File: src/rtl/uart_rd_pkg.sv
// Shared types and constants for the UART status-read requester.
// Build option: define UART_RD_CSUM_EN to append an XOR checksum byte to every response frame.
package uart_rd_pkg;

   // Requester FSM states
   typedef enum logic [2:0] {
      IDLE     = 3'd0,
      ADDR     = 3'd1,
      REQ      = 3'd2,
      WAIT_ACK = 3'd3,
      SEND     = 3'd4
   } state_t;

   // Protocol byte defaults
   localparam logic [7:0] HDR_CMD_DEF  = 8'h55;
   localparam logic [7:0] HDR_RSP_DEF  = 8'hAA;
   localparam logic [7:0] HDR_ERR_DEF  = 8'hAE;
   localparam logic [7:0] ADDR_MIN_DEF = 8'h80;
   localparam logic [7:0] ADDR_MAX_DEF = 8'hE4;
   localparam int         TIMEOUT_CYC_DEF = 1024;

   // Error codes carried in the 32-bit payload of an error frame
   localparam logic [31:0] ERR_TIMEOUT = 32'd1;
   localparam logic [31:0] ERR_PHASE   = 32'd2;
   localparam logic [31:0] ERR_ADDR    = 32'd3;

   // Frame lengths: header, addr, four data bytes, optional checksum
   localparam int FRAME_LEN_BASE = 6;
   localparam int FRAME_LEN_CSUM = 7;
`ifdef UART_RD_CSUM_EN
   localparam int FRAME_LEN = FRAME_LEN_CSUM;
`else
   localparam int FRAME_LEN = FRAME_LEN_BASE;
`endif

endpackage

File: src/rtl/uart_rd_req_ctrl_if.sv
// Bus bundle between the requester and its neighbours: UART RX/TX byte cores and the status read-lock stage.
//
// Handshakes:
//  - rx: rx_valid is a one-cycle strobe; there is no back-pressure, and the byte is lost if it is not taken that cycle.
//  - tx: a byte transfers on a cycle with tx_valid && tx_ready. Once raised, tx_valid and tx_data hold until that cycle.
//  - read-lock: uart_read_req is a toggle. uart_read_addr is stable from the toggle until uart_read_ack toggles to match.
//    status_bus_lock is valid once the acknowledge level equals the request level.
interface uart_rd_req_ctrl_if;
   logic        rx_valid;
   logic [7:0]  rx_data;
   logic        tx_valid;
   logic [7:0]  tx_data;
   logic        tx_ready;
   logic        uart_read_req;
   logic [7:0]  uart_read_addr;
   logic        uart_read_ack;
   logic [31:0] status_bus_lock;

   modport master (
      input  rx_valid, rx_data, tx_ready, uart_read_ack, status_bus_lock,
      output tx_valid, tx_data, uart_read_req, uart_read_addr
   );

   modport slave (
      output rx_valid, rx_data, tx_ready, uart_read_ack, status_bus_lock,
      input  tx_valid, tx_data, uart_read_req, uart_read_addr
   );
endinterface

File: src/rtl/uart_rd_bit_sync.sv
// Generic two-flop synchroniser for a single asynchronous level, async active-low reset to 0.
module uart_rd_bit_sync (
   input  logic clk,
   input  logic rst_n,
   input  logic d,
   output logic q
);

   logic meta;

   // Two-stage capture of the async level into the clk domain
   always_ff @(posedge clk or negedge rst_n) begin
      if (!rst_n) begin
         meta <= 1'b0;
         q    <= 1'b0;
      end else begin
         meta <= d;
         q    <= meta;
      end
   end

endmodule

File: src/rtl/uart_rd_req_ctrl.sv
// UART status-read requester: parses 55/addr commands from RX, performs a toggle request/ack
// read against the read-lock stage, and returns a framed response on TX.
// Build option: UART_RD_CSUM_EN adds a trailing XOR checksum byte to every frame.
module uart_rd_req_ctrl
   import uart_rd_pkg::*;
#(
   parameter logic [7:0] HDR_CMD     = HDR_CMD_DEF,
   parameter logic [7:0] HDR_RSP     = HDR_RSP_DEF,
   parameter logic [7:0] HDR_ERR     = HDR_ERR_DEF,
   parameter logic [7:0] ADDR_MIN    = ADDR_MIN_DEF,
   parameter logic [7:0] ADDR_MAX    = ADDR_MAX_DEF,
   parameter int         TIMEOUT_CYC = TIMEOUT_CYC_DEF
) (
   input  logic               core_clk,
   input  logic               core_rst_n,
   uart_rd_req_ctrl_if.master bus,
   output logic               busy,
   output logic               timeout_flag,
   output state_t             fsm_state
);

   localparam logic [15:0] TMO_LAST = 16'(TIMEOUT_CYC - 1);
   localparam logic [2:0]  IDX_LAST = 3'(FRAME_LEN - 1);

   state_t      state;
   state_t      state_next;
   logic        ack_sync;
   logic [15:0] timer;
   logic        timer_done;
   logic        addr_ok;
   logic        phase_ok;
   logic        tx_accept;
   logic [7:0]  addr_q;
   logic [31:0] word_q;
   logic        err_hdr;
   logic [2:0]  idx;
   logic [2:0]  idx_next;
   logic        tx_valid_q;
   logic [7:0]  tx_data_q;
   logic        req_q;
   logic [7:0]  read_addr_q;
   logic        timeout_q;
   logic [7:0]  frame [FRAME_LEN];

   uart_rd_bit_sync u_ack_sync (
      .clk   (core_clk),
      .rst_n (core_rst_n),
      .d     (bus.uart_read_ack),
      .q     (ack_sync)
   );

   assign timer_done = (timer >= TMO_LAST);
   assign addr_ok    = (bus.rx_data >= ADDR_MIN) && (bus.rx_data <= ADDR_MAX);
   assign phase_ok   = (ack_sync == req_q);
   assign tx_accept  = tx_valid_q && bus.tx_ready;
   assign idx_next   = idx + 3'd1;

   assign bus.tx_valid       = tx_valid_q;
   assign bus.tx_data        = tx_data_q;
   assign bus.uart_read_req  = req_q;
   assign bus.uart_read_addr = read_addr_q;
   assign busy               = (state != IDLE);
   assign timeout_flag       = timeout_q;
   assign fsm_state          = state;

   // Assemble the response frame from the captured header kind, address and payload word
   always_comb begin
      frame[0] = err_hdr ? HDR_ERR : HDR_RSP;
      frame[1] = addr_q;
      frame[2] = word_q[31:24];
      frame[3] = word_q[23:16];
      frame[4] = word_q[15:8];
      frame[5] = word_q[7:0];
`ifdef UART_RD_CSUM_EN
      frame[6] = frame[0] ^ frame[1] ^ frame[2] ^ frame[3] ^ frame[4] ^ frame[5];
`endif
   end

   // State register
   always_ff @(posedge core_clk or negedge core_rst_n) begin
      if (!core_rst_n) state <= IDLE;
      else             state <= state_next;
   end

   // Next-state decode
   always_comb begin
      state_next = state;
      case (state)
         IDLE: begin
            if (bus.rx_valid && (bus.rx_data == HDR_CMD)) state_next = ADDR;
         end
         ADDR: begin
            if (bus.rx_valid)    state_next = (addr_ok && phase_ok) ? REQ : SEND;
            else if (timer_done) state_next = IDLE;
         end
         REQ: begin
            state_next = WAIT_ACK;
         end
         WAIT_ACK: begin
            // A matching ack wins over a timeout that expires in the same cycle
            if (phase_ok || timer_done) state_next = SEND;
         end
         SEND: begin
            if (tx_accept && (idx == IDX_LAST)) state_next = IDLE;
         end
         default: state_next = IDLE;
      endcase
   end

   // Per-state cycle timer, saturating, restarted on every state change
   always_ff @(posedge core_clk or negedge core_rst_n) begin
      if (!core_rst_n)               timer <= 16'd0;
      else if (state_next != state)  timer <= 16'd0;
      else if (timer != 16'hFFFF)    timer <= timer + 16'd1;
   end

   // Datapath: address/payload capture, request toggle, timeout flag and TX byte sequencing
   always_ff @(posedge core_clk or negedge core_rst_n) begin
      if (!core_rst_n) begin
         addr_q      <= 8'd0;
         word_q      <= 32'd0;
         err_hdr     <= 1'b0;
         idx         <= 3'd0;
         tx_valid_q  <= 1'b0;
         tx_data_q   <= 8'd0;
         req_q       <= 1'b0;
         read_addr_q <= 8'd0;
         timeout_q   <= 1'b0;
      end else begin
         case (state)
            ADDR: begin
               if (bus.rx_valid) begin
                  addr_q <= bus.rx_data;
                  if (!addr_ok) begin
                     err_hdr <= 1'b1;
                     word_q  <= ERR_ADDR;
                  end else if (!phase_ok) begin
                     // An earlier request is still unacknowledged; issuing another would desync the toggles
                     err_hdr <= 1'b1;
                     word_q  <= ERR_PHASE;
                  end else begin
                     err_hdr <= 1'b0;
                  end
               end
            end
            REQ: begin
               read_addr_q <= addr_q;
               req_q       <= ~req_q;
            end
            WAIT_ACK: begin
               if (phase_ok) begin
                  word_q <= bus.status_bus_lock;
               end else if (timer_done) begin
                  timeout_q <= 1'b1;
                  err_hdr   <= 1'b1;
                  word_q    <= ERR_TIMEOUT;
               end
            end
            SEND: begin
               if (!tx_valid_q) begin
                  tx_valid_q <= 1'b1;
                  tx_data_q  <= frame[idx];
               end else if (bus.tx_ready) begin
                  if (idx == IDX_LAST) begin
                     tx_valid_q <= 1'b0;
                     idx        <= 3'd0;
                  end else begin
                     idx       <= idx_next;
                     tx_data_q <= frame[idx_next];
                  end
               end
            end
            default: ;
         endcase
      end
   end

endmodule
File: src/flat_wrapper.sv
// flat-port wrapper written by rule: the top's interface ports become plain ports
module uart_rd_req_ctrl_flat import uart_rd_pkg::*;
#(
   parameter logic [7:0] HDR_CMD     = HDR_CMD_DEF,
   parameter logic [7:0] HDR_RSP     = HDR_RSP_DEF,
   parameter logic [7:0] HDR_ERR     = HDR_ERR_DEF,
   parameter logic [7:0] ADDR_MIN    = ADDR_MIN_DEF,
   parameter logic [7:0] ADDR_MAX    = ADDR_MAX_DEF,
   parameter int         TIMEOUT_CYC = TIMEOUT_CYC_DEF
)
  (core_clk, core_rst_n, busy, timeout_flag, fsm_state, bus_rx_valid, bus_rx_data, bus_tx_ready, bus_uart_read_ack, bus_status_bus_lock, bus_tx_valid, bus_tx_data, bus_uart_read_req, bus_uart_read_addr);
  uart_rd_req_ctrl_if bus_i ();
  input  logic core_clk;
  input  logic core_rst_n;
  output logic busy;
  output logic timeout_flag;
  output state_t fsm_state;
  input wire logic [$bits(bus_i.rx_valid)-1:0] bus_rx_valid;
  input wire logic [$bits(bus_i.rx_data)-1:0] bus_rx_data;
  input wire logic [$bits(bus_i.tx_ready)-1:0] bus_tx_ready;
  input wire logic [$bits(bus_i.uart_read_ack)-1:0] bus_uart_read_ack;
  input wire logic [$bits(bus_i.status_bus_lock)-1:0] bus_status_bus_lock;
  output wire logic [$bits(bus_i.tx_valid)-1:0] bus_tx_valid;
  output wire logic [$bits(bus_i.tx_data)-1:0] bus_tx_data;
  output wire logic [$bits(bus_i.uart_read_req)-1:0] bus_uart_read_req;
  output wire logic [$bits(bus_i.uart_read_addr)-1:0] bus_uart_read_addr;
  assign bus_i.rx_valid = bus_rx_valid;
  assign bus_i.rx_data = bus_rx_data;
  assign bus_i.tx_ready = bus_tx_ready;
  assign bus_i.uart_read_ack = bus_uart_read_ack;
  assign bus_i.status_bus_lock = bus_status_bus_lock;
  assign bus_tx_valid = bus_i.tx_valid;
  assign bus_tx_data = bus_i.tx_data;
  assign bus_uart_read_req = bus_i.uart_read_req;
  assign bus_uart_read_addr = bus_i.uart_read_addr;
  uart_rd_req_ctrl #(.HDR_CMD(HDR_CMD), .HDR_RSP(HDR_RSP), .HDR_ERR(HDR_ERR), .ADDR_MIN(ADDR_MIN), .ADDR_MAX(ADDR_MAX), .TIMEOUT_CYC(TIMEOUT_CYC)) u_core (.core_clk(core_clk), .core_rst_n(core_rst_n), .bus(bus_i), .busy(busy), .timeout_flag(timeout_flag), .fsm_state(fsm_state));
endmodule
File: config.mk
export PLATFORM = sky130hd
export DESIGN_NAME = uart_rd_req_ctrl_flat
export DESIGN_NICKNAME = d
export VERILOG_FILES = /design/src/rtl/uart_rd_pkg.sv /design/src/rtl/uart_rd_req_ctrl_if.sv /design/src/rtl/uart_rd_bit_sync.sv /design/src/rtl/uart_rd_req_ctrl.sv /design/src/flat_wrapper.sv
export SDC_FILE = /design/constraint.sdc
export NUM_CORES = 1
export LEC_CHECK = 0
export ABC_AREA = 0
export CAP_MARGIN = 20
export CORE_AREA = 3 3 107 109
export DETAILED_ROUTE_END_ITERATION = 8
export DIE_AREA = 0 0 110 112
export HOLD_SLACK_MARGIN = 0.02
export MAX_ROUTING_LAYER = met4
export PLACE_DENSITY = 0.69
export SETUP_SLACK_MARGIN = 0.02
export SYNTH_ARGS = -nofsm -noshare
export SYNTH_HDL_FRONTEND = slang
export SYNTH_SLANG_ARGS = --single-unit
File: constraint.sdc
create_clock -name core_clk -period 6.08 [get_ports core_clk]
set_clock_uncertainty 0.05 [all_clocks]
set_input_delay 0.608 -clock core_clk [delete_from_list [all_inputs] [get_ports core_clk]]
set_output_delay 0.608 -clock core_clk [all_outputs]
set_load 0.02 [all_outputs]
# After elaboration in Yosys (flattened, before gate mapping)
# Cells that the tools add are included.
# word_totals
register_bits	84
output_inout_bits	23
# classes
magnitude_cmp	5
bitwise	4
n_eq_ne	16
mux	35
n_reduce_logical	16
addsub	2
# op_table
op	count
$mux W32	5
$pmux W32 S2	1
$mux W8	7
$bmux W8 S3	2
$mux W16	2
$mux W3	8
$add A16 B1 Y16 const B	1
$ge A16 B10 Y1 const B	1
$ne A16 B16 Y1 const B	1
$pmux W3 S5	1
$reduce_and A3 Y1	3
$eq A8 B7 Y1 const B	1
$ge A4 B4 Y1 const B	2
$ge A8 B8 Y1 const B	1
$le A8 B8 Y1 const B	1
$mux W1	8
$ne A2 B2 Y1 const B	4
$not A3 Y4	2
$reduce_and A4 Y1	2
$eq A3 B2 Y1 const B	2
$eq A3 B3 Y1 const B	2
$logic_and A1 B1 Y1	5
$reduce_bool A2 Y1	2
$add A3 B1 Y3 const B	1
other kinds (12)	13

# Longest topological paths before layout
# Gate-level depths: netlist of run 1.
# logic_depth
depth_word	8
ltp_mapped	9
ltp_nobuf	7

# Hierarchy
# From an unflattened synthesis of run 1, not the netlist that was laid out.
# hier_totals
hier_cells	383
area_unflattened_um2	4314.1
# by_module_without_submodules
module	seq_area_each_um2	n_inst	cells_per_inst	area_per_inst_um2
uart_rd_req_ctrl	2052.0	1	381	4264.1
uart_rd_bit_sync	50.0	1	2	50.0

# Worst setup path after synthesis of run 1
# Ideal clock, no wire load.
# synth_path
kind	register to register
startpoint	register u_core.idx[1]
endpoint	register u_core.tx_data_q[2], in the netlist u_core.bus.tx_data[2]
stages_incl_launch_ff	10
path_slack_ns	3.863
synth_period_minus_slack_ns	2.217
arrival_time_ns	2.049
setup_ns	0.118
n_path_buf	2
cell_sequence	dfrtp_1 > clkbuf_1 > inv_1 > ha_1 > clkbuf_1 > mux4_2 > nor2b_1 > a31oi_1 > a211oi_1 > a21o_1
# synth_between
elab_chain_len	8
elab_cells_between_ends	15
# synth_rtl
element	line	rtl
start, declared	uart_rd_req_ctrl.sv:36	logic [2:0] idx;
start signal, assigned	uart_rd_req_ctrl.sv:168	idx <= idx_next;
$add A3 B1 Y3	uart_rd_req_ctrl.sv:56	assign idx_next = idx + 3'd1;
$not A3 Y4 (not written as such)	uart_rd_req_ctrl.sv:169	tx_data_q <= frame[idx_next];
$bmux W8 S3	uart_rd_req_ctrl.sv:169	
$mux W8 (not written as such) (2 in series)	uart_rd_req_ctrl.sv:169	
$mux W8	uart_rd_req_ctrl.sv:164	if (idx == IDX_LAST) begin
$mux W8	uart_rd_req_ctrl.sv:163	end else if (bus.tx_ready) begin
$mux W8	uart_rd_req_ctrl.sv:160	if (!tx_valid_q) begin
end signal, assigned	uart_rd_req_ctrl.sv:162	tx_data_q <= frame[idx];
end signal, assigned	uart_rd_req_ctrl.sv:169	
end, declared	uart_rd_req_ctrl.sv:39	logic [7:0] tx_data_q;
# Several ways; a longest one is shown, not always the timed one. The select of a mux whose other input is x is not followed.
# A chain may end at the register's enable or synchronous reset.

# Worst setup path after layout of run 1
# Same ends and word-level chain as after synthesis.

==> insert_results.sql, run 1 <==
INSERT INTO impl_metrics (metric_group, metric, value, unit) VALUES
('status', 'status', 'finished clean', ''),
('global_routing', 'grt_start_max_net_pins', '85', ''),
('worst_setup_path', 'reg2reg_to', 'u_core.bus.tx_data[2]$_DFFE_PN0P_', ''),
('floorplan', 'initial_utilization', '0.411', ''),
('finish', 'post-route-cell-area', '5380', 'µm²'),
('timing', 'maxClockFrequency', '399', 'MHz'),
('synth', 'synthesis.nets', '452', ''),
('timing', 'final_max_slew_viol_count', '0', ''),
('clock_tree', 'tritoncts', 'built', ''),
('global_routing', 'global_route.usage.total', '0.189', ''),
('floorplan', 'die-width', '110', 'µm'),
('global_routing', 'antenna_violations_before_repair', '0', ''),
('clock_tree', 'cts_made_buffers', '9', ''),
('worst_setup_path', 'critical_path.max_fanout', '19', ''),
('floorplan', 'fp.dieArea', '12300', 'µm²'),
('global_routing', 'global_route.overflow_total', '0', ''),
('routing', 'dr.max_layer_used', 'met4', ''),
('placed_design', 'hpwl', '7520', 'µm'),
('finish', 'area_delta_synth_final', '22.5', '%'),
('job', 'max_cap_viol_count', '0', ''),
('finish', 'nets', '510', ''),
('timing', 'hold_slack', '168', 'ps'),
('floorplan', 'rows', '38', ''),
('timing', 'finalCritPeriodShare', '0.412', ''),
('synth', 'synthesis.area', '4390', 'µm²'),
('timing', 'slew_headroom', '0.281', ''),
('worst_setup_path', 'crit_family', 'adder cells', ''),
('synth', 'synthDistinctLibCells', '55', ''),
('finish', 'num_antenna_cells', '0', ''),
('finish', 'nFillCells', '989', ''),
('clock_tree', 'clk-insertion-delay-late', '350', 'ps'),
('routing', 'drt_first_pass_iters', '4', ''),
('floorplan', 'num_io_pins', '68', ''),
('power', 'power_per_cell_area', '472', 'nW/µm²'),
('timing', 'rsz_0062_raised_after_global_routing', 'no', ''),
('synth', 'postSynthRegisterBits', '84', ''),
('synth', 'mean_cell_area_of_the_mapped_netlist', '10.9', 'µm²'),
('worst_setup_path', 'critical_path_required', '6280', 'ps'),
('routing', 'drt.antenna.violating_nets', '0', ''),
('clock_tree', 'path_clk_slew', '80', 'ps'),
('clock_tree', 'hold_bufs_inserted_after_cts', '0', ''),
('synth', 'yosysSeqAreaShare', '0.479', ''),
('clock_tree', 'clockRootBuffer', 'clkbuf_8', ''),
('power', 'worst_ir_drop_vdd', '0.221', 'mV'),
('worst_setup_path', 'critical_path.startpoint', 'u_core.idx[1]$_DFFE_PN0P_', ''),
('synth', 'synthFlopType', 'dfrtp_1', ''),
('placed_design', 'port_buffers', '67', ''),
('timing', 'tightest_slew', '1080', 'ps'),
('routing', 'drt-wirelength-per-cell', '17.6', 'µm'),
('clock_tree', 'numClockSinks', '84', ''),
('worst_setup_path', 'critical-path-slowest-cell', 'ha_1', ''),
('synth', 'async_reset_ff_frac', '1.00', ''),
('global_routing', 'grt_pass1_vias', '3514', ''),
('routing', 'routed_wirelength', '10700', 'µm'),
('placed_design', 'gp_congestion', '0.845', ''),
('global_routing', 'wire_length_of_the_first_global_routing_pass', '17700', 'µm'),
('worst_setup_path', 'critPathBufInv', '1', ''),
('floorplan', 'die_y', '112', 'µm'),
('synth', 'synthCells', '404', ''),
('worst_hold_path', 'hold_crit_class', 'in2async', ''),
('worst_setup_path', 'critical-path-max-stage-delay', '670', 'ps'),
('synth', 'yosysWarningCount', '0', ''),
('clock_tree', 'cts_htree_levels', '3', ''),
('placed_design', 'place_area', '5120', 'µm²'),
('routing', 'drt_drc_violations_left', '0', ''),
('floorplan', 'design.core.area', '10700', 'µm²'),
('worst_setup_path', 'path_cells', 'inv_1 -> ha_1 -> mux4_2 -> nor2b_1 -> a31oi_1 -> a211oi_1 -> a21o_1', ''),
('timing', 'fin_setup_tns', '0', 'ps'),
('worst_setup_path', 'worst_setup_path_end_kind', 'flip-flop', ''),
('routing', 'detail_route.iter0.violations', '191', ''),
('timing', 'fin_crit', '2510', 'ps');
==> worst max path at each step <==
stage,to,slack [ps],cells past startpoint
6_report,u_core.bus.tx_data[2]$_DFFE_PN0P_,3570,7
4_1_cts,u_core.timer[7]$_DFFE_PN0P_,3290,6
5_1_grt,u_core.bus.tx_data[1]$_DFFE_PN0P_,3340,6
2_1_floorplan,u_core.bus.tx_data[2]$_DFFE_PN0P_,3860,9
3_5_place_dp,u_core.timer[12]$_DFFE_PN0P_,2920,6
3_3_place_gp,u_core.timer[12]$_DFFE_PN0P_,2990,6
==> routing by layer <==
| metal | global-route usage | up-vias |
|---|---|---|
| li1 | - | 1628 |
| met1 | 0.256 | 1689 |
| met2 | 0.277 | 77 |
| met3 | 0.0406 | 14 |
| met4 | 0.0748 | 0 |
| met5 | - | - |
==> where the power goes <==
| part | switching [mW] | internal (mW) |
|---|---|---|
| clock network | 0.192 | 0.242 |
| registers | 0.222 | 0.751 |
| logic | 0.569 | 0.566 |
| total | 0.982 | 1.56 |
==> Yosys cell counts (all sizes together) (2+ instances only) <==
| cell | number | area share |
|---|---|---|
| a211oi | 3 | 0.0051 |
| a21o | 4 | 0.0068 |
| a21oi | 3 | 0.0034 |
| a221o | 4 | 0.0091 |
| a22o | 31 | 0.062 |
| a22oi | 4 | 0.0068 |
| a2bb2oi | 3 | 0.0060 |
| a31oi | 3 | 0.0043 |
| and3 | 9 | 0.014 |
| buf | 14 | 0.021 |
| clkbuf | 12 | 0.011 |
| dfrtp | 84 | 0.48 |
| ha | 3 | 0.0085 |
| inv | 9 | 0.0077 |
| mux2 | 28 | 0.072 |
| mux2i | 17 | 0.039 |
| mux4 | 2 | 0.010 |
| nand2 | 25 | 0.021 |
| nand2b | 4 | 0.0057 |
| nand3 | 18 | 0.021 |
| nand4 | 2 | 0.0028 |
| nor2 | 11 | 0.010 |
| nor2b | 5 | 0.0083 |
| nor3 | 18 | 0.023 |
| nor3b | 5 | 0.0085 |
| nor4 | 5 | 0.011 |
| o211ai | 10 | 0.017 |
| o21ai | 27 | 0.031 |
| o22ai | 7 | 0.010 |
| o31a | 2 | 0.0040 |
| or2 | 3 | 0.0043 |
| xnor2 | 11 | 0.022 |
| xor2 | 5 | 0.010 |
==> metrics by stage <==
step,setup WS (ps),instances,power (mW),utilization
after floorplan,3860,404,1.73,-
after detailed placement,2920,588,2.09,0.479
after global placement,2990,588,2.07,0.479
after global routing,3340,607,2.72,0.503
after CTS,3290,604,2.54,0.499
final,3570,607,2.54,0.503
==> cell families after synthesis <==
| family | count (synthesis) | synth area share |
|---|---|---|
| XOR/XNOR | 16 | 0.0319 |
| flip-flops | 84 | 0.479 |
| multiplexers | 47 | 0.121 |
| adder cells (fa/ha/maj) | 3 | 0.00855 |
| buffers and inverters | 35 | 0.0390 |
| AO/OA/AOI/OAI | 108 | 0.181 |
| AND/OR/NAND/NOR | 111 | 0.140 |
==> cell type report <==
| cell class | instances | area [µm²] | share of cell area |
|---|---|---|---|
| flip-flops and latches | 84 | 2100 | 0.391 |
| repair buffers | 73 | 729 | 0.136 |
| clock inverters | 4 | 72.6 | 0.0135 |
| clock buffers | 12 | 145 | 0.0270 |
| multi-input cells | 285 | 2120 | 0.394 |
| inverters | 9 | 33.8 | 0.00628 |
| well taps | 140 | 175 | 0.0326 |
==> registers in the layout, indices dropped and copies added (netlist names), 3 cells and up <==
name	cells
u_core.idx	3
u_core.bus.uart_read_addr	8
u_core.bus.tx_data	8
u_core.word_q	32
u_core.addr_q	8
u_core.timer	16
u_core.fsm_state	3
==> cells in the final DEF, fill, tap and decap left out, drive strengths merged, types with 4 or more instances in the layout <==
cell type | Yosys | final
xnor2 | 11 | 11
xor2 | 5 | 5
o22ai | 7 | 7
nor3 | 18 | 18
nand2 | 25 | 25
clkbuf | 12 | 12
nor2b | 5 | 5
a22o | 31 | 31
buf | 14 | 7
nor2 | 11 | 11
a21o | 4 | 4
a22oi | 4 | 4
mux2 | 28 | 28
o211ai | 10 | 10
nor4 | 5 | 5
dfrtp | 84 | 84
mux2i | 17 | 17
o21ai | 27 | 27
nand3 | 18 | 18
nor3b | 5 | 5
inv | 9 | 9
clkdlybuf4s50 | 0 | 66
nand2b | 4 | 4
a221o | 4 | 4
and3 | 9 | 9
Power figures use the tool's default switching activity.
==> run 2, diff against run 1 <==
clock period = 2.47 ns   (was 6.08 ns; I/O delays follow)
==> run 2 against run 1 <==
Compared with the run above:
- utilization rose by 0.67 points
- clock power up 140%
- die area unchanged
- hold slack improved by 97 ps
- cell area rose by 1.3%
- largest cell class unchanged
==> insert_results.sql, run 2 (synthesis gave the netlist of run 1 again) <==
INSERT INTO impl_metrics (metric_group, metric, value, unit) VALUES
('worst_hold_path', 'hold_path.startpoint', 'bus_uart_read_ack', ''),
('finish', 'num_antenna_cells', '0', ''),
('floorplan', 'die-width', '110', 'µm'),
('finish', 'nFillCells', '975', ''),
('routing', 'drt_first_pass_iters', '5', ''),
('clock_tree', 'tritoncts', 'built', ''),
('global_routing', 'global_route.overflow_total', '0', ''),
('timing', 'maxClockFrequency', '453', 'MHz'),
('routing', 'routed_wirelength', '11000', 'µm'),
('worst_setup_path', 'regToRegSetupSlack', '260', 'ps'),
('worst_setup_path', 'critical_path.max_fanout', '19', ''),
('global_routing', 'wire_length_of_the_first_global_routing_pass', '18000', 'µm'),
('clock_tree', 'clockRootBuffer', 'clkbuf_8', ''),
('clock_tree', 'cts-root-to-sink-buffers', '2', ''),
('routing', 'drt-wirelength-per-cell', '17.8', 'µm'),
('clock_tree', 'path_clk_slew', '80', 'ps'),
('finish', 'post_route_cells_drive_above_1_share', '0.159', ''),
('placed_design', 'hpwl', '7910', 'µm'),
('clock_tree', 'postCtsSetupRepairBufs', '0', ''),
('finish', 'largest_register_ffs', '32', ''),
('finish', 'nets', '520', ''),
('timing', 'tightest_slew', '707', 'ps'),
('clock_tree', 'cts_htree_levels', '3', ''),
('routing', 'viasPerCell', '5.59', ''),
('worst_hold_path', 'hold_crit_class', 'in2reg', ''),
('clock_tree', 'number_of_gates_resized_after_cts', '0', ''),
('worst_setup_path', 'critical-path-max-stage-delay', '430', 'ps'),
('timing', 'fin_crit', '2210', 'ps'),
('finish', 'layout.cells.most_common', 'dfrtp_1', ''),
('clock_tree', 'cts_made_buffers', '9', ''),
('power', 'power.share.combinational', '0.475', ''),
('worst_setup_path', 'critical_path.startpoint', 'u_core.timer[0]$_DFFE_PN0P_', ''),
('worst_setup_path', 'crit_arrival', '2460', 'ps'),
('finish', 'layout_top_registers', 'u_core.word_q (32), u_core.timer (16)', ''),
('timing', 'final_max_slew_viol_count', '0', ''),
('routing', 'drt.antenna.violating_nets', '0', ''),
('worst_setup_path', 'worst_setup_path_start_kind', 'flip-flop', ''),
('power', 'pwr-share-clk', '0.161', ''),
('worst_setup_path', 'worst_setup_path_end_kind', 'flip-flop', ''),
('placed_design', 'gp_congestion', '0.875', ''),
('routing', 'drt_drc_violations_left', '0', ''),
('timing', 'slew_headroom', '0.524', ''),
('global_routing', 'antenna_violations_before_repair', '0', ''),
('power', 'worst_ir_drop_vdd', '0.446', 'mV'),
('placed_design', 'port_buffers', '67', ''),
('timing', 'timing.final.setup_violations', '0', ''),
('worst_setup_path', 'setup.worst_path.class', 'reg2reg', ''),
('worst_setup_path', 'critical_path_required', '2730', 'ps'),
('worst_setup_path', 'critical-path-slowest-cell', 'dfrtp_1', ''),
('power', 'p_seq_frac', '0.364', ''),
('global_routing', 'global_route.usage.total', '0.194', ''),
('status', 'status', 'finished clean', ''),
('power', 'p_switching', '2.47', 'mW'),
('clock_tree', 'clk-insertion-delay-late', '370', 'ps'),
('floorplan', 'num_io_pins', '68', ''),
('power', 'power_per_cell_area', '1160', 'nW/µm²'),
('routing', 'detail_route.iter0.violations', '223', ''),
('worst_setup_path', 'path_cells', 'ha_1 -> and3_1 -> and3_4 -> o31a_1 -> nor2_2 -> buf_4 -> a22o_1', ''),
('power', 'post-layout-total-power', '6.33', 'mW'),
('global_routing', 'grt_pass1_vias', '3425', ''),
('finish', 'area_delta_synth_final', '24.1', '%'),
('worst_setup_path', 'timing.rr.start', 'u_core.timer[0]$_DFFE_PN0P_', ''),
('floorplan', 'die_y', '112', 'µm'),
('finish', 'layout_common_cells', 'dfrtp_1, clkdlybuf4s50_1, a22o_1, mux2_2, o21ai_0', ''),
('power', 'intPower', '3.85', 'mW'),
('finish', 'largest-register', 'u_core.word_q', ''),
('timing', 'rsz_0062_raised_after_global_routing', 'no', ''),
('timing', 'hold_violations', '0', ''),
('global_routing', 'grt_start_max_net_pins', '48', ''),
('power', 'leakage', '2.33', 'nW'),
('job', 'max_cap_viol_count', '0', ''),
('clock_tree', 'hold_bufs_inserted_after_cts', '1', ''),
('routing', 'detailroute.via_count', '3446', ''),
('floorplan', 'initial_utilization', '0.411', ''),
('floorplan', 'rows', '38', ''),
('floorplan', 'fp.dieArea', '12300', 'µm²'),
('power', 'switching_share', '0.391', ''),
('clock_tree', 'numClockSinks', '84', ''),
('floorplan', 'design.core.area', '10700', 'µm²'),
('timing', 'finalCritPeriodShare', '0.893', ''),
('timing', 'fin_setup_tns', '0', 'ps');
run 2: changes by cell type in the layout (fill, tap and decap cells not counted):
cell / before / now
buf_4: 5 / 14
clkbuf_1: 2 / 1
clkinv_2: 1 / 2
dlygate4sd3_1: 0 / 1
buf_12: 1 / 2
buf_6: 1 / 0
clkbuf_8: 10 / 11
bufinv_16: 2 / 1
run 2: worst paths after layout:
kind                       cells past startpoint                               end
setup / recovery                               7     u_core.word_q[23]$_DFFE_PN0P_
hold / removal                                 1  u_core.u_ack_sync.meta$_DFF_PN0_
setup reg to reg                               7     u_core.word_q[23]$_DFFE_PN0P_
hold reg to reg                                0     u_core.u_ack_sync.q$_DFF_PN0_
max in group asynchronous                      3      u_core.addr_q[1]$_DFFE_PN0P_
min in group asynchronous                      2      u_core.word_q[6]$_DFFE_PN0P_
run 2: metal layers:
layer,part of all wire,vias to the layer above,GRT usage
met2,0.46,82,0.275
met5,0,-,-
met3,0.046,21,0.0394
met1,0.47,1693,0.271
met4,0.026,0,0.0798
li1,-,1650,-
run 2: critical path: cells and delay by family, from the launching register on:
| family | cells | cell delay [ps] |
|---|---|---|
| buf+inv | 1 | 270 |
| simple gates | 3 | 600 |
| fa+ha+maj | 1 | 270 |
| compound gates | 2 | 510 |
| flops | 1 | 430 |
run 2: per-stage QoR:
step / utilization / hold WS, ps / worst slack [ps] / std cells / instance area (µm²)
finish: 0.509 / 265 / 265 / 617 / 5450
global route: 0.509 / 260 / 142 / 617 / 5450
CTS: 0.509 / 246 / 242 / 617 / 5450
detailed placement: 0.490 / 203 / 165 / 600 / 5240
global placement: 0.490 / 207 / 237 / 600 / 5240
floorplan: - / -98.6 / 253 / 404 / 4390
run 2: power groups by stage:
stage               Combinational (mW)  Clock [mW]  Sequential [mW]
CTS                               3.01        1.03             2.30
floorplan                         1.94           0             2.33
detailed placement                2.99           0             2.32
global placement                  2.93           0             2.30
global route                      3.29        1.10             2.36
finish                            3.01        1.02             2.30
run 2: cell type report:
type	instances	area, µm²	area share
clock inverters	4	47.5	0.00872
repair buffers	83	816	0.150
flip-flops and latches	84	2100	0.386
inverters	9	33.8	0.00620
clock buffers	12	155	0.0285
multi-input cells	285	2120	0.389
well taps	140	175	0.0321
==> run 3, diff against run 2 <==
MAX_ROUTING_LAYER = unset   (was met4)
==> run 3 against run 2 <==
Compared with the run above:
- global-route usage shrank 0.81 points
- fmax shrank 2.3%
- clock-buffer cell count shrank 2
- sequential power is essentially flat
- critical path type unchanged
- highest routed layer unchanged
- total power grew 3.8%
- die area is the same
- setup slack lost 52 ps
- first-iteration DRC count shrank 5.4%
- non-clock buffer count grew 2
- cell area grew 1.3%
- sequential share of layout area shrank 0.51 points
- critical path depth is the same
==> insert_results.sql, run 3 (synthesis gave the netlist of run 1 again) <==
INSERT INTO impl_metrics (metric_group, metric, value, unit) VALUES
('placed_design', 'port_buffers', '67', ''),
('placed_design', 'gp_congestion', '0.887', ''),
('clock_tree', 'number_of_gates_resized_after_cts', '0', ''),
('status', 'status', 'finished clean', ''),
('worst_setup_path', 'path_cells', 'ha_1 -> and3_1 -> and3_4 -> nor3_1 -> o32ai_2 -> buf_4 -> nor4_1', ''),
('routing', 'viasPerCell', '5.55', ''),
('timing', 'tightest_slew', '556', 'ps'),
('finish', 'nets', '522', ''),
('finish', 'layout_top_registers', 'u_core.word_q (32), u_core.timer (16)', ''),
('worst_setup_path', 'timing.rr.start', 'u_core.timer[0]$_DFFE_PN0P_', ''),
('routing', 'drt-wirelength-per-cell', '17.4', 'µm'),
('timing', 'maxClockFrequency', '443', 'MHz'),
('power', 'worst_ir_drop_vdd', '0.443', 'mV'),
('power', 'power_per_cell_area', '1190', 'nW/µm²'),
('power', 'p_seq_frac', '0.350', ''),
('finish', 'post-route-cell-area', '5520', 'µm²'),
('floorplan', 'initial_utilization', '0.411', ''),
('power', 'leakage', '2.37', 'nW'),
('power', 'intPower', '4.13', 'mW'),
('placed_design', 'hpwl', '7870', 'µm'),
('global_routing', 'antenna_violations_before_repair', '0', ''),
('clock_tree', 'cts_htree_levels', '3', ''),
('timing', 'timing.final.setup_violations', '0', ''),
('routing', 'drt.antenna.violating_nets', '0', ''),
('timing', 'fin_crit', '2260', 'ps'),
('worst_setup_path', 'critical-path-max-stage-delay', '440', 'ps'),
('timing', 'finalCritPeriodShare', '0.914', ''),
('worst_setup_path', 'critical-path-slowest-cell', 'dfrtp_1', ''),
('finish', 'largest_register_ffs', '32', ''),
('finish', 'finish.utilization', '0.516', ''),
('power', 'switching_share', '0.372', ''),
('finish', 'post_route_cells_drive_above_1_share', '0.165', ''),
('clock_tree', 'numClockSinks', '84', ''),
('clock_tree', 'postCtsSetupRepairBufs', '0', ''),
('routing', 'detailroute.via_count', '3435', ''),
('finish', 'layout_common_cells', 'dfrtp_1, clkdlybuf4s50_1, a22o_1, mux2_2, o21ai_0', ''),
('finish', 'num_antenna_cells', '0', ''),
('power', 'power.share.combinational', '0.454', ''),
('worst_hold_path', 'hold-path-endpoint', 'u_core.u_ack_sync.meta$_DFF_PN0_', ''),
('worst_setup_path', 'critical_path_required', '2660', 'ps'),
('worst_setup_path', 'reg2reg_to', 'u_core.timer[12]$_DFFE_PN0P_', ''),
('worst_hold_path', 'hold_crit_class', 'in2reg', ''),
('worst_setup_path', 'reg2reg_depth', '7', ''),
('timing', 'rsz_0062_raised_after_global_routing', 'no', ''),
('global_routing', 'grt_pass1_vias', '3428', ''),
('finish', 'area_delta_synth_final', '25.8', '%'),
('timing', 'hold_slack', '292', 'ps'),
('routing', 'drt_drc_violations_left', '0', ''),
('clock_tree', 'clockRootBuffer', 'clkbuf_8', ''),
('worst_hold_path', 'worstHoldPathCells', '1', ''),
('clock_tree', 'clk-insertion-delay-late', '350', 'ps'),
('worst_hold_path', 'hold_path.startpoint', 'bus_uart_read_ack', ''),
('global_routing', 'wire_length_of_the_first_global_routing_pass', '18000', 'µm'),
('global_routing', 'global_route.overflow_total', '0', ''),
('finish', 'nFillCells', '951', ''),
('worst_setup_path', 'setup.worst_path.class', 'reg2reg', ''),
('routing', 'drt_first_pass_iters', '5', ''),
('clock_tree', 'cts-root-to-sink-buffers', '2', ''),
('worst_setup_path', 'worst_setup_path_end_kind', 'flip-flop', ''),
('global_routing', 'grt_start_max_net_pins', '48', ''),
('power', 'pwr-share-clk', '0.196', ''),
('timing', 'fin_setup_tns', '0', 'ps'),
('timing', 'hold_violations', '0', ''),
('worst_setup_path', 'critical_path.max_fanout', '16', ''),
('timing', 'slew_headroom', '0.629', ''),
('job', 'max_cap_viol_count', '0', ''),
('power', 'p_switching', '2.44', 'mW'),
('floorplan', 'die-width', '110', 'µm'),
('clock_tree', 'path_clk_slew', '80', 'ps'),
('clock_tree', 'cts_made_buffers', '9', ''),
('global_routing', 'global_route.usage.total', '0.186', ''),
('timing', 'final_max_slew_viol_count', '0', ''),
('finish', 'layout.cells.most_common', 'dfrtp_1', ''),
('floorplan', 'fp.dieArea', '12300', 'µm²'),
('worst_setup_path', 'worst_setup_path_start_kind', 'flip-flop', ''),
('floorplan', 'design.core.area', '10700', 'µm²'),
('placed_design', 'place_area', '5240', 'µm²'),
('floorplan', 'rows', '38', ''),
('worst_setup_path', 'crit_arrival', '2450', 'ps'),
('floorplan', 'num_io_pins', '68', ''),
('routing', 'detail_route.iter0.violations', '211', ''),
('floorplan', 'die_y', '112', 'µm'),
('finish', 'largest-register', 'u_core.word_q', ''),
('routing', 'routed_wirelength', '10800', 'µm'),
('worst_setup_path', 'regToRegSetupSlack', '210', 'ps'),
('clock_tree', 'tritoncts', 'built', '');
-- run 3: cell types whose count changed in the layout (fill, tap and decap cells not counted), sizes merged --
cell,previous run,this run
clkinv,2,0
clkbuf,12,10
bufinv,1,4
clkinvlp,1,2
buf,16,18
-- run 3: power by group through the flow --
| stage | Clock [mW] | Combinational (mW) | Sequential (mW) |
|---|---|---|---|
| 2_1_floorplan | 0 | 1.94 | 2.33 |
| 3_3_place_gp | 0 | 2.93 | 2.30 |
| 3_5_place_dp | 0 | 2.98 | 2.32 |
| 4_1_cts | 1.32 | 3.00 | 2.29 |
| 5_1_grt | 1.38 | 3.29 | 2.36 |
| 6_report | 1.29 | 2.98 | 2.30 |
-- run 3: per-layer routing --
layer	track usage	part of all wire	vias up	wire length (µm)
met4	0.0599	0.022	0	240
met1	0.269	0.45	1682	4870
met3	0.0394	0.065	15	698
li1	-	-	1647	-
met2	0.278	0.46	91	4970
met5	0	0	-	0
-- run 3: worst max path at each step --
stage | from | to | slack (ps)
after floorplan | u_core.idx[1]$_DFFE_PN0P_ | u_core.bus.tx_data[2]$_DFFE_PN0P_ | 250
after global placement | bus_rx_data[3] | u_core.timer[12]$_DFFE_PN0P_ | 250
after detailed placement | bus_rx_data[2] | u_core.timer[12]$_DFFE_PN0P_ | 150
after CTS | u_core.timer[0]$_DFFE_PN0P_ | u_core.timer[12]$_DFFE_PN0P_ | 190
after global routing | u_core.timer[0]$_DFFE_PN0P_ | u_core.timer[12]$_DFFE_PN0P_ | 80
final | u_core.timer[0]$_DFFE_PN0P_ | u_core.timer[12]$_DFFE_PN0P_ | 210
-- run 3: worst max-delay path: cells and delay by family, from the launching register on --
kind / cells / cell delay (ps)
buf+inv: 1 / 210
fa+ha+maj: 1 / 280
flops: 1 / 440
simple gates: 4 / 1050
compound gates: 1 / 130
-- run 3: layout make-up --
type,instances,area (µm²),area share
Tap cell,140,175,0.0317
Inverter,9,33.8,0.00612
Clock buffer,10,138,0.0249
Clock inverter,6,135,0.0245
Timing Repair Buffer,85,818,0.148
Sequential cell,84,2100,0.381
Multi-Input combinational cell,285,2120,0.384
-- run 3: metrics by stage --
step	worst slack, ps	cells	power (mW)
after CTS	185	619	6.61
after detailed placement	147	602	5.30
final	213	619	6.57
after global placement	246	602	5.22
after global routing	77.5	619	7.03
after floorplan	253	404	4.27
-- run 3: repair_timing --
item | CTS | global route
hold buffers | 1 | 0
setup endpoints to repair | 0 | 0
endpoints found under the hold margin | 37 | 0
